**config.mk**
```make
export PLATFORM = sky130hd
export DESIGN_NAME = fifo_wr_arb
export DESIGN_NICKNAME = d
export VERILOG_FILES = /design/src/rtl/fifo_wr_arb.sv
export SDC_FILE = /design/constraint.sdc
export NUM_CORES = 1
export LEC_CHECK = 0
export ABC_AREA = 1
export CELL_PAD_IN_SITES_DETAIL_PLACEMENT = 1
export CELL_PAD_IN_SITES_GLOBAL_PLACEMENT = 1
export CORE_UTILIZATION = 25
export CTS_BUF_LIST = sky130_fd_sc_hd__clkbuf_16
export CTS_CLUSTER_SIZE = 24
export DETAILED_ROUTE_END_ITERATION = 10
export PLACE_DENSITY_LB_ADDON = 0.1
export SYNTH_ARGS = -nofsm -noshare
export SYNTH_HDL_FRONTEND = slang
export SYNTH_SLANG_ARGS = --single-unit
```
**constraint.sdc**
```tcl
create_clock -name Clk -period 2.55 [get_ports Clk]
set_input_delay 0.51 -clock Clk [delete_from_list [all_inputs] [get_ports Clk]]
set_output_delay 0.51 -clock Clk [all_outputs]
set_load 0.01 [all_outputs]
```
**src/rtl/fifo_wr_arb.sv**
```systemverilog
// Purpose: round-robin arbiter that lets one requester at a time burst beats into a FIFO write port.
// Latency: one IDLE cycle to pick a requester; beats then pass combinationally (reqData -> dataIn) at one per cycle.
// Backpressure: FULL stalls the granted requester (reqReady/WR low) with grant and beat count held.
//
// Ports:
//   Clk, Rst          - clock; asynchronous active-high reset
//   reqValid/reqData  - per-requester beat offer and data (requester i owns reqData[i*DATA_WIDTH +: DATA_WIDTH])
//   reqReady          - per-requester accept, only ever set for the granted requester
//   FULL              - FIFO full flag
//   WR/dataIn         - FIFO write strobe and data
//   grantId, busy     - granted requester index; high while a grant is open
module fifo_wr_arb #(
  parameter int DATA_WIDTH = 8,
  parameter int NUM_REQ    = 4,
  parameter int MAX_BURST  = 4
) (
  input  logic                            Clk,
  input  logic                            Rst,
  input  logic [NUM_REQ-1:0]              reqValid,
  input  logic [NUM_REQ*DATA_WIDTH-1:0]   reqData,
  output logic [NUM_REQ-1:0]              reqReady,
  input  logic                            FULL,
  output logic                            WR,
  output logic [DATA_WIDTH-1:0]           dataIn,
  output logic [$clog2(NUM_REQ)-1:0]      grantId,
  output logic                            busy
);

  localparam int IDW = $clog2(NUM_REQ);
  localparam int CW  = $clog2(MAX_BURST + 1);
  localparam logic [CW-1:0]  BURST_LAST = CW'(MAX_BURST);
  localparam logic [IDW-1:0] LAST_REQ   = IDW'(NUM_REQ - 1);

  typedef enum logic {IDLE, GRANT} state_t;

  state_t         state_q, state_d;
  logic [IDW-1:0] rr_ptr_q, rr_ptr_d;
  logic [IDW-1:0] grant_q, grant_d;
  logic [CW-1:0]  beat_cnt_q, beat_cnt_d;

  // Round-robin pick: lowest valid index at/above rr_ptr_q wins; if none,
  // wrap to the lowest valid index overall.
  logic           found_hi;
  logic [IDW-1:0] pick_hi, pick_lo, pick;

  always_comb begin
    found_hi = 1'b0;
    pick_hi  = '0;
    pick_lo  = '0;
    for (int i = NUM_REQ - 1; i >= 0; i--) begin
      if (reqValid[i]) begin
        pick_lo = IDW'(i);
        if (IDW'(i) >= rr_ptr_q) begin
          found_hi = 1'b1;
          pick_hi  = IDW'(i);
        end
      end
    end
    pick = found_hi ? pick_hi : pick_lo;
  end

  logic           vld_g;
  logic           xfer;
  logic [CW-1:0]  beat_inc;
  logic [IDW-1:0] next_ptr;

  assign vld_g    = reqValid[grant_q];
  assign xfer     = (state_q == GRANT) && vld_g && !FULL;
  assign beat_inc = beat_cnt_q + CW'(1);
  assign next_ptr = (grant_q == LAST_REQ) ? '0 : grant_q + IDW'(1);

  always_comb begin
    state_d    = state_q;
    rr_ptr_d   = rr_ptr_q;
    grant_d    = grant_q;
    beat_cnt_d = beat_cnt_q;
    case (state_q)
      IDLE: begin
        if (|reqValid) begin
          grant_d    = pick;
          beat_cnt_d = '0;
          state_d    = GRANT;
        end
      end
      GRANT: begin
        // A dropped valid ends the grant even while FULL is stalling it.
        if (!vld_g) begin
          state_d  = IDLE;
          rr_ptr_d = next_ptr;
        end else if (xfer) begin
          beat_cnt_d = beat_inc;
          if (beat_inc == BURST_LAST) begin
            state_d  = IDLE;
            rr_ptr_d = next_ptr;
          end
        end
      end
      default: state_d = IDLE;
    endcase
  end

  always_ff @(posedge Clk or posedge Rst) begin
    if (Rst) begin
      state_q    <= IDLE;
      rr_ptr_q   <= '0;
      grant_q    <= '0;
      beat_cnt_q <= '0;
    end else begin
      state_q    <= state_d;
      rr_ptr_q   <= rr_ptr_d;
      grant_q    <= grant_d;
      beat_cnt_q <= beat_cnt_d;
    end
  end

  // Outputs decode straight from state, so reset clears them without a clock.
  always_comb begin
    reqReady = '0;
    WR       = 1'b0;
    busy     = 1'b0;
    if (state_q == GRANT) begin
      busy              = 1'b1;
      reqReady[grant_q] = !FULL;
      WR                = vld_g && !FULL;
    end
  end

  always_comb begin
    dataIn = '0;
    for (int i = 0; i < NUM_REQ; i++) begin
      if (grant_q == IDW'(i)) dataIn = reqData[i*DATA_WIDTH +: DATA_WIDTH];
    end
  end

  assign grantId = grant_q;

endmodule

```
### Yosys cells after proc, flatten, opt, wreduce, memory -nomap -nowiden

Index checks and enable logic that the tools add are counted.

* add/subtract/negate cells: 2
* order comparisons: 6
* eq/ne operators: 9
* muxes and demuxes: 45
* bitwise gates (word level): 2
* reduce and logical (&&, ||, !) cells: 10

Operators by type and width (number)
* 2-to-1 mux 2 bit: 17
* 2-to-1 mux 8 bit: 4
* 2-to-1 mux 1 bit: 16
* 2-to-1 mux 3 bit: 3
* inequality test 2 x 1 -> 1 bit, second input constant: 4
* one-hot mux 3 bit (2 select lines): 1
* AND reduction 3 bit: 2
* bitwise AND 4 bit: 1
* == test 2 bit, second input constant: 2
* greater-or-equal comparator 1 x 2 -> 1 bit, first input constant: 2
* greater-or-equal comparator 2 bit, first input constant: 2
* logical AND 1 bit: 4
* 2-to-1 mux 4 bit: 1
* OR reduction 4 bit: 1
* adder 3 x 1 -> 3 bit, second input constant: 1
* == test 3 bit, second input constant: 1
* < comparator 2 x 3 -> 1 bit, second input constant: 1
* adder 2 x 1 -> 2 bit, second input constant: 1
* binary-select mux 1 bit (select 2 bit): 1
* demux 1 bit (select 2 bit): 1
* == test 2 x 1 -> 1 bit, second input constant: 1
* greater-or-equal comparator 2 x 1 -> 1 bit, second input constant: 1
* zero test 2 bit: 1
* inequality test 2 bit, second input constant: 1
* 4 further kinds: 4

* register bits: 8

### Logic depth before layout (Yosys ltp)

* word-level depth: 10
* mapped depth: 8

### Worst setup path after synthesis

Ideal clock, no wire load.

* path type: reg2out
* from: reg grant_q[1], in the netlist grantId[1]
* to: out dataIn[0]
* arrival time: 1410 ps
* data required time: 2040 ps
* setup slack: 630 ps
* stages on the path, launching flop included: 8
* path buffers: 2
* cell sequence: dfrtp_1 > inv_1 > ha_1 > buf_2 > buf_6 > o21ai_0 > nand2_1 > a21oi_1

* cells in the longest elaborated chain, start to end: 5
* elaborated cells between the ends (all ways): 8
* classes of those cells: eq/ne: 3; mux: 4; reduce/logical: 1

RTL lines
* from (decl): line 38 `logic [IDW-1:0] grant_q, grant_d;`
* from (signal assigned): line 111 `grant_q <= grant_d;`
* zero test 2 bit: line 131 `if (grant_q == IDW'(i)) dataIn = reqData[i*DATA_WIDTH +: DATA_WIDTH];`
* 2-to-1 mux 8 bit (3 in a row): line 131
* 2-to-1 mux 8 bit *: line 131
* to (decl): line 24 `output logic [DATA_WIDTH-1:0] dataIn,`

Every way passes the cells marked *; elsewhere a longest branch is shown, timed or not.

### Worst setup path after layout

* from: reg grant_q[0], in the netlist grantId[0]
* to: out dataIn[7]

Same word-level chain as after synthesis.

==> run metrics <==
fraction of layout cells with a size suffix above 1=11.27%; power per cell area=1022 nW/um^2; Synthesized Nets=198; routability cong.=0.7718; RSZ-0062 raised after global routing=true; initial antenna violation count=0; Yosys top cell by area=nand2_1; EDFF count, synth=0; sequential-to-total area share from yosys stat=22.44%; Area growth syn-to-layout=83.31%; largest net degree at the start of global routing=18; Detailed Routing Iterations Pass 1=4; crit path kind=reg -> out; element type at the critical path start=flip-flop; post-route ant nets=0; Placement Rows=21; CP endpoint kind=output pin; Final #Nets=260; Port Buffers=54; warning count from the yosys run=0; H-tree depth=1; DP Area=1519 um^2; CORE AREA=3390 um^2; total wire length=3.347 mm; Arr. time, crit path=1.98 ns; Synth top area share=22.72%; Longest Clk Path Bufs=2; Hold WC Path Type=in -> async; hold buffers post-CTS=0; vias in the first global route=1124; worst rel slew slack=79.34%; fin crit period=2.487 ns; syn_area_per_cell=5.831 um^2; WP data required=2.04 ns; # setup viols final=0; Vias=1185; Worst Skew=0.001413 ns; # clock sinks=8; max-slew violation count=0; post-DP HPWL=2.739 mm; Remaining Overflow, GRT=0; # DRC=0; Worst-Margin Slew=0.3096 ns; Synth Flop Type=dfrtp_1; Unique masters post-synth=20; Post-CTS Setup Inserts=0; die area=3811 um^2; CP Max Fanout=9; die height=61.74 um; flops & latches, synth=8; vias per cell=4.575; Final Core Density=48.25%; Synth Instances=153; design area=1635 um^2; worst hold margin=0.5253 ns; Starting Density=26.32%; Num CTS Buffers=3; Mapped Area=892.1 um^2; period utilization=97.51%; clk_lat worst skew=0.23 ns; Inserted Diodes=0; total power=1672 uW; largest cells by area after synthesis=nand2_1 23%, dfrtp_1 22%, a21oi_1 10%, ha_1 8.4%, nor2_1 6.7%; most common cell in the netlist=nand2_1; Root Driver=clkbuf_16; peak supply drop=0.6679 mV; Final Hold Vio Count=0; Leakage=0.0008213 uW; Max Clk Rate=0.4022 GHz; IO Count=55; most instantiated cells after synthesis=54 x nand2_1, 18 x a21oi_1, 16 x nor2_1; Routed wire per std cell=12.92 um; ys async rst share=100.0%; status=finished, final reports clean; CTS tree=done; first-pass GRT wire length=4.899 mm; Horiz. Die Dim=61.74 um; Max Cap Viol=0; DRT iter0 DRCs=27; overall routing resource usage=17.65%; clock transition at the registers of the reported paths=0.04 ns
[final timing paths]
path / start / end / slack [ns] / cells after the start
worst max-delay path: grantId[0] / dataIn[7] / 0.06 / 7
worst min register to register: beat_cnt_q[2] / beat_cnt_q[2] / 0.53 / 2
max in group asynchronous: Rst / grantId[0] / 1.77 / 2
worst min-delay path: Rst / state_q / 0.53 / 2
worst max register to register: grantId[0] / rr_ptr_q[0] / 1.16 / 9
min in group Clk: beat_cnt_q[2] / beat_cnt_q[2] / 0.53 / 2
[cell type report]
type / count / area [um^2]
fillers: 431 / 1754
repair buffers: 62 / 615.6
multi-input cells: 121 / 614.3
flip-flops and latches: 8 / 201.4
clock buffers: 3 / 75.07
inverters: 19 / 71.32
well taps: 46 / 57.56
[kinds of logic after synthesis]
| family | synth area share [%] |
|---|---|
| AOI/OAI and AO/OA | 17.11 |
| buffers and inverters | 11.50 |
| DFF | 22.44 |
| adders and majority gates | 8.415 |
| and+or+nand+nor | 40.53 |
[timing repair]
item                                    CTS  global route
gates resized for setup                   8             8
endpoints found under the setup margin    8             8
cloned                                    0             0
[routing by layer]
layer | vias to the layer above | wire (um) | track usage, %
met4 | 0 | 29 | 4.762
li1 | 603 | - | -
met1 | 533 | 1415 | 20.97
met3 | 5 | 268 | 2.692
met5 | - | 0 | 0
met2 | 44 | 1634 | 32.87
[critical path: stages, from the launching register on]
cell and delay, ns:
dfrtp_2 0.45, inv_2 0.12, ha_4 0.20, nand2_1 0.07, o21ai_1 0.15, nand2_1 0.09
a21oi_1 0.13, clkdlybuf4s50_1 0.55
[where the power goes]
group	internal (uW)	switching (uW)	total (uW)
Clock	202	62.0	264
Sequential	183	61.7	245
Combinational	553	610	1160
[per-stage QoR]
| stage | cells | setup TNS (ns) | setup WS (ns) |
|---|---|---|---|
| finish | 259 | 0 | 0.06350 |
| global route | 259 | 0 | 0.0001230 |
| CTS | 259 | 0 | 0.005274 |
| detailed placement | 256 | -0.006700 | -0.006700 |
| global placement | 256 | -0.005516 | -0.005516 |
| floorplan | 153 | 0 | 0.6297 |
[placed cells by master (no fill, tap or decap), types with 4 or more instances in the layout]
cell,count
dfrtp_1,7
ha_1,4
inv_2,4
o21ai_1,6
nand2_1,54
buf_4,8
a21oi_1,18
dlymetal6s2s_1,6
nand3_1,8
clkdlybuf4s50_1,48
nor2_1,16
inv_1,13
o21ai_0,5
[registers in the layout (all words and copies together), names as in the netlist]
register	cells
grantId	2
state_q	1
beat_cnt_q	3
rr_ptr_q	2
No activity file was read; power rests on OpenSTA's default activity.
